### config.mk
export PLATFORM = sky130hd
export DESIGN_NAME = multicycle_control
export DESIGN_NICKNAME = d
export VERILOG_FILES = /design/src/rtl/multicycle_control_pkg.sv /design/src/rtl/multicycle_control_decode.sv /design/src/rtl/multicycle_control.sv
export SDC_FILE = /design/constraint.sdc
export NUM_CORES = 1
export LEC_CHECK = 0
export BUFFER_PORTS_ARGS = -buffer_cell sky130_fd_sc_hd__buf_2
export CAP_MARGIN = 5
export CORE_ASPECT_RATIO = 0.6
export CORE_MARGIN = 4
export CORE_UTILIZATION = 59
export CTS_BUF_LIST = sky130_fd_sc_hd__clkbuf_8
export CTS_CLUSTER_SIZE = 14
export DETAILED_ROUTE_END_ITERATION = 10
export PLACE_DENSITY = 0.88
export SKIP_LAST_GASP = 1
export SLEW_MARGIN = 30
export SYNTH_ARGS = -nofsm -noshare
export SYNTH_HDL_FRONTEND = slang
export SYNTH_SLANG_ARGS = --single-unit
### constraint.sdc
create_clock -name clk -period 3.38 [get_ports clk]
set_clock_uncertainty 0.05 [all_clocks]
set_input_delay 0.169 -clock clk [delete_from_list [all_inputs] [get_ports clk]]
set_output_delay 0.169 -clock clk [all_outputs]
set_load 0.01 [all_outputs]
### src/rtl/multicycle_control_pkg.sv
// Shared types for the multicycle LEGv8 control FSM: state encodings,
// instruction classes, ALU operation codes and the branch resolution rule.
package multicycle_control_pkg;

  typedef enum logic [2:0] {
    S_FETCH  = 3'd0,
    S_DECODE = 3'd1,
    S_EXEC_R = 3'd2,
    S_EXEC_A = 3'd3,
    S_MEM    = 3'd4,
    S_WB     = 3'd5,
    S_BRANCH = 3'd6
  } state_t;

  typedef enum logic [2:0] {
    C_NONE  = 3'd0,
    C_RTYPE = 3'd1,
    C_LOAD  = 3'd2,
    C_STORE = 3'd3,
    C_CBZ   = 3'd4,
    C_CBNZ  = 3'd5,
    C_B     = 3'd6
  } iclass_t;

  localparam logic [1:0] ALU_ADD   = 2'b00;
  localparam logic [1:0] ALU_PASS  = 2'b01;
  localparam logic [1:0] ALU_RTYPE = 2'b10;

  // Unconditional branches always take the target; CBZ/CBNZ follow the ALU zero flag.
  function automatic logic branch_taken(input iclass_t cls, input logic zero);
    case (cls)
      C_B:     branch_taken = 1'b1;
      C_CBZ:   branch_taken = zero;
      C_CBNZ:  branch_taken = ~zero;
      default: branch_taken = 1'b0;
    endcase
  endfunction

endpackage

### src/rtl/multicycle_control_decode.sv
// Combinational opcode classifier: maps the 11-bit LEGv8 opcode field to an
// instruction class and flags opcodes the control FSM cannot sequence.
module multicycle_control_decode
  import multicycle_control_pkg::*;
#(
  parameter int OPCODE_W = 11
) (
  input  logic [OPCODE_W-1:0] opcode,
  output iclass_t             cls,
  output logic                legal
);

  // Low opcode bits of CB/B formats carry immediate bits, hence the wildcards.
  always_comb begin
    cls   = C_NONE;
    legal = 1'b1;
    casez (opcode)
      11'b10001011000,
      11'b11001011000,
      11'b10001010000,
      11'b10101010000: cls = C_RTYPE;
      11'b11111000010,
      11'b00111000010,
      11'b01111000010,
      11'b10111000100: cls = C_LOAD;
      11'b11111000000: cls = C_STORE;
      11'b10110100???: cls = C_CBZ;
      11'b10110101???: cls = C_CBNZ;
      11'b000101?????: cls = C_B;
      default:         legal = 1'b0;
    endcase
  end

endmodule

### src/rtl/multicycle_control.sv
// Multicycle LEGv8 control FSM: sequences each instruction through its states,
// handshakes with variable-latency memories and counts retired instructions.
module multicycle_control
  import multicycle_control_pkg::*;
#(
  parameter int OPCODE_W    = 11,
  parameter int MEM_TIMEOUT = 15,
  parameter int CNT_W       = 32
) (
  input  logic                clk,
  input  logic                reset,
  input  logic [OPCODE_W-1:0] opcode,
  input  logic                zero,
  input  logic                imem_ready,
  input  logic                dmem_ready,
  output logic                imem_req,
  output logic                ir_write,
  output logic                dmem_read,
  output logic                dmem_write,
  output logic                readreg2_control,
  output logic                alu_src,
  output logic [1:0]          alu_op,
  output logic                mem_to_reg,
  output logic                reg_write,
  output logic                pc_write,
  output logic                pc_src,
  output logic                illegal_op,
  output logic                mem_fault,
  output logic [2:0]          state,
  output logic [CNT_W-1:0]    retired
);

  localparam int WAIT_W = (MEM_TIMEOUT > 1) ? $clog2(MEM_TIMEOUT) : 1;

  state_t              state_r;
  state_t              state_next;
  iclass_t             class_r;
  iclass_t             dec_class;
  logic                dec_legal;
  logic [WAIT_W-1:0]   wait_cnt_r;
  logic                at_limit;
  logic [CNT_W-1:0]    retired_r;

  multicycle_control_decode #(.OPCODE_W(OPCODE_W)) u_decode (
    .opcode (opcode),
    .cls    (dec_class),
    .legal  (dec_legal)
  );

  assign at_limit = (wait_cnt_r == WAIT_W'(MEM_TIMEOUT - 1));
  assign state    = state_r;
  assign retired  = retired_r;

  // State, latched class, MEM wait counter and retire counter.
  always_ff @(posedge clk) begin
    if (reset) begin
      state_r    <= S_FETCH;
      class_r    <= C_NONE;
      wait_cnt_r <= '0;
      retired_r  <= '0;
    end else begin
      state_r <= state_next;
      if (state_r == S_DECODE) begin
        class_r <= dec_legal ? dec_class : C_NONE;
      end
      if (state_r == S_EXEC_A) begin
        wait_cnt_r <= '0;
      end else if (state_r == S_MEM && !dmem_ready && !at_limit) begin
        wait_cnt_r <= wait_cnt_r + WAIT_W'(1);
      end
      if (pc_write) begin
        retired_r <= retired_r + CNT_W'(1);
      end
    end
  end

  // Next-state and control decode; reset silences every control output.
  always_comb begin
    state_next       = state_r;
    imem_req         = 1'b0;
    ir_write         = 1'b0;
    dmem_read        = 1'b0;
    dmem_write       = 1'b0;
    readreg2_control = 1'b0;
    alu_src          = 1'b0;
    alu_op           = ALU_ADD;
    mem_to_reg       = 1'b0;
    reg_write        = 1'b0;
    pc_write         = 1'b0;
    pc_src           = 1'b0;
    illegal_op       = 1'b0;
    mem_fault        = 1'b0;
    case (state_r)
      S_FETCH: begin
        imem_req = 1'b1;
        if (imem_ready) begin
          ir_write   = 1'b1;
          state_next = S_DECODE;
        end else begin
          state_next = S_FETCH;
        end
      end
      S_DECODE: begin
        if (!dec_legal) begin
          illegal_op = 1'b1;
          pc_write   = 1'b1;
          state_next = S_FETCH;
        end else begin
          case (dec_class)
            C_RTYPE:             state_next = S_EXEC_R;
            C_LOAD, C_STORE:     state_next = S_EXEC_A;
            C_CBZ, C_CBNZ, C_B:  state_next = S_BRANCH;
            default:             state_next = S_FETCH;
          endcase
        end
      end
      S_EXEC_R: begin
        alu_op     = ALU_RTYPE;
        state_next = S_WB;
      end
      S_EXEC_A: begin
        alu_src          = 1'b1;
        readreg2_control = (class_r == C_STORE);
        state_next       = S_MEM;
      end
      S_MEM: begin
        dmem_read  = (class_r == C_LOAD);
        dmem_write = (class_r == C_STORE);
        // A ready on the final allowed cycle completes the access instead of faulting.
        if (dmem_ready) begin
          if (class_r == C_LOAD) begin
            state_next = S_WB;
          end else begin
            pc_write   = 1'b1;
            state_next = S_FETCH;
          end
        end else if (at_limit) begin
          mem_fault  = 1'b1;
          pc_write   = 1'b1;
          state_next = S_FETCH;
        end else begin
          state_next = S_MEM;
        end
      end
      S_WB: begin
        reg_write  = 1'b1;
        mem_to_reg = (class_r == C_LOAD);
        pc_write   = 1'b1;
        state_next = S_FETCH;
      end
      S_BRANCH: begin
        alu_op           = ALU_PASS;
        readreg2_control = (class_r == C_CBZ) || (class_r == C_CBNZ);
        pc_write         = 1'b1;
        pc_src           = branch_taken(class_r, zero);
        state_next       = S_FETCH;
      end
      default: begin
        state_next = S_FETCH;
      end
    endcase
    if (reset) begin
      imem_req         = 1'b0;
      ir_write         = 1'b0;
      dmem_read        = 1'b0;
      dmem_write       = 1'b0;
      readreg2_control = 1'b0;
      alu_src          = 1'b0;
      alu_op           = ALU_ADD;
      mem_to_reg       = 1'b0;
      reg_write        = 1'b0;
      pc_write         = 1'b0;
      pc_src           = 1'b0;
      illegal_op       = 1'b0;
      mem_fault        = 1'b0;
    end else begin
      state_next = state_next;
    end
  end

endmodule
==> results of run 1 <==
-- through the flow --
step	setup slack [ns]	hold slack [ns]
after floorplan	1.39	0.310
after global placement	0.838	0.421
after detailed placement	0.785	0.422
after CTS	0.821	0.152
after global routing	0.521	0.156
final	0.779	0.154
-- worst min path at each step --
stage          slack, ns                     start                       end  cells past startpoint
3_3_place_gp        0.42  retired[31]$_SDFFE_PP0P_  retired[31]$_SDFFE_PP0P_                      2
4_1_cts             0.15                 opcode[3]   class_r[0]$_SDFFE_PP0P_                      3
5_1_grt             0.16                 opcode[3]   class_r[0]$_SDFFE_PP0P_                      3
2_1_floorplan       0.31                 opcode[3]   class_r[0]$_SDFFE_PP0P_                      2
3_5_place_dp        0.42  retired[31]$_SDFFE_PP0P_  retired[31]$_SDFFE_PP0P_                      2
6_report            0.15                 opcode[3]   class_r[0]$_SDFFE_PP0P_                      3
-- layer usage --
layer | track usage, % | wire length [um] | vias to the layer above
met2 | 34.0 | 2720 | 93
met1 | 34.8 | 3020 | 1176
li1 | - | - | 1252
met4 | 6.75 | 66 | 0
met5 | 0 | 0 | -
met3 | 6.72 | 444 | 8
-- final cells by class --
class                      instances  share of cell area, %
sequential                        42                   29.8
multi-input combinational        234                   51.1
inverter                           8                   1.06
timing repair buffer              67                   12.1
clock inverter                     3                   1.42
tap                               47                   2.08
clock buffer                       5                   2.44
-- report_power, final --
part / switching (W) / internal (W) / leakage [nW]
registers: 0.00000606 / 0.000497 / 0.339
logic: 0.0000359 / 0.0000240 / 0.660
clock network: 0.000185 / 0.000218 / 0.0579
-- synth_stat cells, types with 7 or more instances --
master	n
nor2_1	27
nand3_1	11
o21ai_0	7
nand4_1	8
o21ai_1	11
a21oi_1	31
or4_1	15
nand2_1	21
clkbuf_1	9
or3_1	11
dfxtp_1	42
inv_1	8
nor3_1	8
o31ai_1	16
-- logic make-up (layout without fill, tap and decap cells) --
kind of cell | Yosys count | in the layout
mux | 3 | 3
buf+inv | 25 | 83
fa+ha+maj | 3 | 3
simple gates | 135 | 135
compound gates | 88 | 88
flops | 42 | 42
xor+xnor | 5 | 5
-- state kept, by name (all words and copies together), names as in the netlist --
name	flops
retired	32
wait_cnt_r	4
class_r	3
state	3
-- layout by cell type, fill, tap and decap left out, drive strengths merged, types with 3 or more instances in the layout --
cell type / netlist / final
nand3: 11 / 11
a21oi: 36 / 36
nor2b: 5 / 5
buf: 7 / 67
a31o: 3 / 3
nor2: 27 / 27
or3: 11 / 11
or4: 15 / 15
nand2: 21 / 21
nor3: 8 / 8
clkbuf: 10 / 5
o31ai: 16 / 16
mux2i: 3 / 3
a211oi: 3 / 3
nand4: 8 / 8
and3: 3 / 3
inv: 8 / 8
xor2: 3 / 3
o21ai: 18 / 18
dfxtp: 42 / 42
ha: 3 / 3
nand4bb: 3 / 3
or2: 3 / 3
and4: 3 / 3
-- worst reg2reg max path, cell delays in order, from the launching register on --
cell	delay (ns)
dfxtp_1	0.59
nor2b_1	0.34
nand2_1	0.22
nor3_1	0.27
a21oi_2	0.23
buf_4	0.23
or4_1	0.46
a21oi_1	0.15
==> results.ini, run 1 <==
[synthesis]
muxShareOfSynthArea_pct=1.24
synth_top_area_share_pct=34.9
synthAdderAreaFrac_pct=1.56
synth_compound_area_share_pct=23.1
ys_seq_area_share_pct=34.9
netlist_instances=301
synth_nets=320
yosys.area_share.simple_pct=32.1
synth-edff-count=0
yosysTopAreaCell=dfxtp_1
yosys-top-cells-area=dfxtp_1, a21oi_1, o31ai_1
synth_area_sq_um=2410
async_reset_ff_share_pct=0
synth_top_family_by_area=simple AND/OR/NAND/NOR gates
ys.flop_type=dfxtp_1
syn_avg_cell_area_sq_um=8.01
ys_types=53
ys_warn_count=0
ys_ff_latch=42
synthXorXnorAreaFrac_pct=1.82

[drt]
drt-initial-drc-count=181
ant_nets=0
routed_wl_um=6250
vias=2529
viasPerCell=6.23
drt-wirelength-per-cell_um=15.4
drc=0
first_pass_iters=4

[timing]
slew_headroom_pct=47.7
hold_viol=0
fmax_mhz=384
setup_viol=0
timing.final.crit_period_ns=2.60
finalCritPeriodShare_pct=77.0
worst_pin_slew_ns=0.778
setup_tns_ns=0
slew_violations=0
rsz0062_at_grt=false

[floorplan]
rows=17
start_util_pct=63.4
die_y_um=57.5
core_area_sq_um=3810
die_x_um=90.6
die-area_sq_um=5210
ioPinCount=65

[global_route]
track_usage_pct=23.8
gr-total-overflow=0
grt_pass1_vias=2139
antenna_found_initial=0
grt_first_pass_wirelength_um=10200
grt_max_degree=38

[clock_network]
cts_setup_buffers=0
cts_hold_buf=0
clock_latency_ns=0.30
tritoncts=built
cts.reportedPaths.clkPinSlew_ns=0.08
clock_path_buffers=2
root_buffer=clkbuf_8
cts_resized=0
clock_sinks=42
htree_levels=2
numCtsBuffers=5

[final_layout]
final_layout_size_suffix_gt1_share_pct=25.1
stdcell_count=406
ff_latch_area_sq_um=841
post-route-util_pct=74.2
multi_input_area_sq_um=1440
fill_cells=305
area_delta_synth_final_pct=17.1
antenna_cells=0
stdcell_area_sq_um=2830
nNetsFinal=377

[worst_setup_path]
worstRegToRegCells=7
r2r_setup_slack_ns=0.78
r2r-start=state[0]$_SDFF_PP0_
cp-end-kind=register
path_cells=nor2b_1 -> nand2_1 -> nor3_1 -> a21oi_2 -> buf_4 -> or4_1 -> a21oi_1
slowest_delay_ns=0.59
crit_required_ns=3.56
reg2reg_to=retired[27]$_SDFFE_PP0P_
crit_end=retired[27]$_SDFFE_PP0P_
critical_path_class=reg -> reg
crit_fanout=18
cp_top_family=simple AND/OR/NAND/NOR gates
critPathSlowestCell=dfxtp_1
crit_arrival_ns=2.78
cp.depth=7
startpoint=state[0]$_SDFF_PP0_
setup.worst_path.start_class=register
crit_buf_inv=1

[power]
cellLeakagePower_nw=1.06
power.density_nw_per_um2=342
power.total_w=0.000966
vdd_ir_drop_max_uv=265

[placed_design]
place_area_sq_um=2720
place_hpwl_um=4340
dpl.cell_count=398
gp_congestion=0.806
place.port_buffers=64

[worst_hold_path]
worstHoldPathType=in -> reg

[job]
maxCapViolCount=0

[outcome]
status=completed

Power figures use the tool's default switching activity.
==> inputs of run 2 (changes only) <==
CORE_UTILIZATION = 54   (was 59)
PLACE_DENSITY = 0.82   (was 0.88)
clock period = 2.7 ns   (was 3.38 ns; I/O delays follow)
==> results.ini, run 2 (synthesis gave the netlist of run 1 again) <==
[timing]
worst_pin_slew_ns=0.550  ; -0.227 ns
slew_headroom_pct=63.2  ; +16 points
setup_tns_ns=0  ; unchanged
fmax_mhz=405
hold_viol=0  ; unchanged
slew_violations=0  ; unchanged
holdWs_ns=0.124  ; -0.0298 ns
rsz0062_at_grt=false
timing.final.crit_period_ns=2.47
finalCritPeriodShare_pct=91.5
setup_viol=0  ; unchanged

[placed_design]
place_hpwl_um=4380  ; +1.0%
gp_congestion=0.815  ; +1.1%
place.port_buffers=64  ; unchanged
dpl.cell_count=414  ; +4.0%

[worst_setup_path]
critPathSlowestCell=dfxtp_1
r2r_setup_slack_ns=0.28  ; -0.50 ns
crit_fanout=4  ; -14
setup.worst_path.start_class=register
reg2reg_to=retired[27]$_SDFFE_PP0P_
critical_path_class=reg -> out
path_cells=inv_1 -> ha_1 -> a31o_2 -> a31oi_1 -> a21boi_0 -> or2_2 -> inv_1 -> buf_2
slowest_delay_ns=0.40  ; -0.19 ns
crit_required_ns=2.52  ; -1.04 ns
crit_arrival_ns=2.29  ; -0.49 ns
cp-end-kind=output port
cp_top_family=compound AO/OA/AOI/OAI gates
crit_buf_inv=3  ; +2
worstRegToRegCells=6  ; -1
r2r-start=retired[7]$_SDFFE_PP0P_
cp_common_cell=inv_1

[job]
maxCapViolCount=0  ; unchanged

[floorplan]
die-area_sq_um=5640  ; +8.2%
rows=18  ; +1
core_area_sq_um=4210  ; +11%
die_y_um=59.8  ; +3.9%
die_x_um=94.3  ; +4.1%
ioPinCount=65  ; unchanged
start_util_pct=57.3  ; -6.1 points

[final_layout]
area_delta_synth_final_pct=18.8
final_layout_size_suffix_gt1_share_pct=25.4  ; +0.34 points
final_common_cell=buf_2
nNetsFinal=380  ; +0.80%
fill_cells=354  ; +16%
largest_reg_flops=32  ; unchanged
antenna_cells=0  ; unchanged
stdcell_count=422  ; +3.9%
mostFrequentLayoutCells=buf_2, dfxtp_1, a21oi_1

[drt]
viasPerCell=5.88  ; -5.6%
drt-initial-drc-count=130  ; -28%
first_pass_iters=4  ; unchanged
drt-wirelength-per-cell_um=14.1  ; -8.4%
vias=2482  ; -1.9%
routed_wl_um=5950  ; -4.8%
drc=0  ; unchanged
ant_nets=0  ; unchanged

[power]
vdd_ir_drop_max_uv=425  ; +60%
power.density_nw_per_um2=420  ; +23%
cellLeakagePower_nw=1.07  ; +1.2%

[global_route]
track_usage_pct=21.7  ; -2.1 points
grt_pass1_vias=2093  ; -2.2%
grt_first_pass_wirelength_um=9750  ; -4.7%
gr-total-overflow=0  ; unchanged
antenna_found_initial=0  ; unchanged
grt_max_degree=37  ; -2.6%

[clock_network]
cts_hold_buf=0  ; unchanged
clock_latency_ns=0.30  ; about the same
cts.reportedPaths.clkPinSlew_ns=0.08  ; about the same
clock_path_buffers=2  ; unchanged
cts_resized=0  ; unchanged
htree_levels=2  ; unchanged
clock_sinks=42  ; unchanged
numCtsBuffers=5  ; unchanged
tritoncts=built
root_buffer=clkbuf_8
cts_setup_buffers=0  ; unchanged

[worst_hold_path]
worstHoldPathType=in -> reg
holdCritStartpoint=opcode[3]
whs_path_depth=3  ; unchanged
hold_end=class_r[0]$_SDFFE_PP0P_

[outcome]
status=completed

-- run 2: area by class of cell --
cell class	count	area, sq um	share of cell area, %
Inverter	8	30.0	1.05
Clock buffer	5	68.8	2.40
Multi-Input combinational cell	234	1440	50.4
Clock inverter	3	41.3	1.44
Sequential cell	42	841	29.3
Timing Repair Buffer	70	365	12.8
Tap cell	60	75.1	2.62
-- run 2: through the flow --
step	worst slack, ns	util (%)	total power (W)	area (sq um)
after floorplan	0.705	-	0.000690	2410
after global placement	0.467	65.4	0.000718	2760
after detailed placement	0.343	65.4	0.000720	2760
after CTS	0.249	68.0	0.00121	2870
after global routing	0.0331	68.0	0.00125	2870
final	0.230	68.0	0.00120	2870
-- run 2: worst max path at each step --
stage / start / end / slack (ns) / cells after the start
after floorplan: state[0]$_SDFF_PP0_ / retired[26]$_SDFFE_PP0P_ / 0.71 / 7
after detailed placement: retired[7]$_SDFFE_PP0P_ / retired[21]$_SDFFE_PP0P_ / 0.34 / 6
after CTS: wait_cnt_r[0]$_SDFFE_PP0P_ / pc_write / 0.25 / 8
after global placement: retired[8]$_SDFFE_PP0P_ / retired[29]$_SDFFE_PP0P_ / 0.47 / 6
final: wait_cnt_r[0]$_SDFFE_PP0P_ / pc_write / 0.23 / 8
after global routing: retired[7]$_SDFFE_PP0P_ / retired[29]$_SDFFE_PP0P_ / 0.03 / 6
-- run 2: worst register-to-register path, stage by stage, from the launching register on --
cell and delay (ns):
dfxtp_1 0.43, and3_1 0.26, nand2_1 0.12, nor3_1 0.32
nand2_1 0.41, or4_1 0.61, a21oi_1 0.15
-- run 2: per-layer routing --
metal	vias up	part of all wire, %	track usage (%)
li1	1253	-	-
met1	1156	51	32.3
met2	64	42	30.5
met3	9	5.9	5.41
met4	0	1.4	6.79
met5	-	0	0
-- run 2: where the power goes --
group / internal (W) / total, W / switching [W] / leakage (nW)
clock: 0.000272 / 0.000497 / 0.000225 / 0.0556
combinational: 0.0000322 / 0.0000786 / 0.0000464 / 0.675
sequential: 0.000622 / 0.000628 / 0.00000521 / 0.339
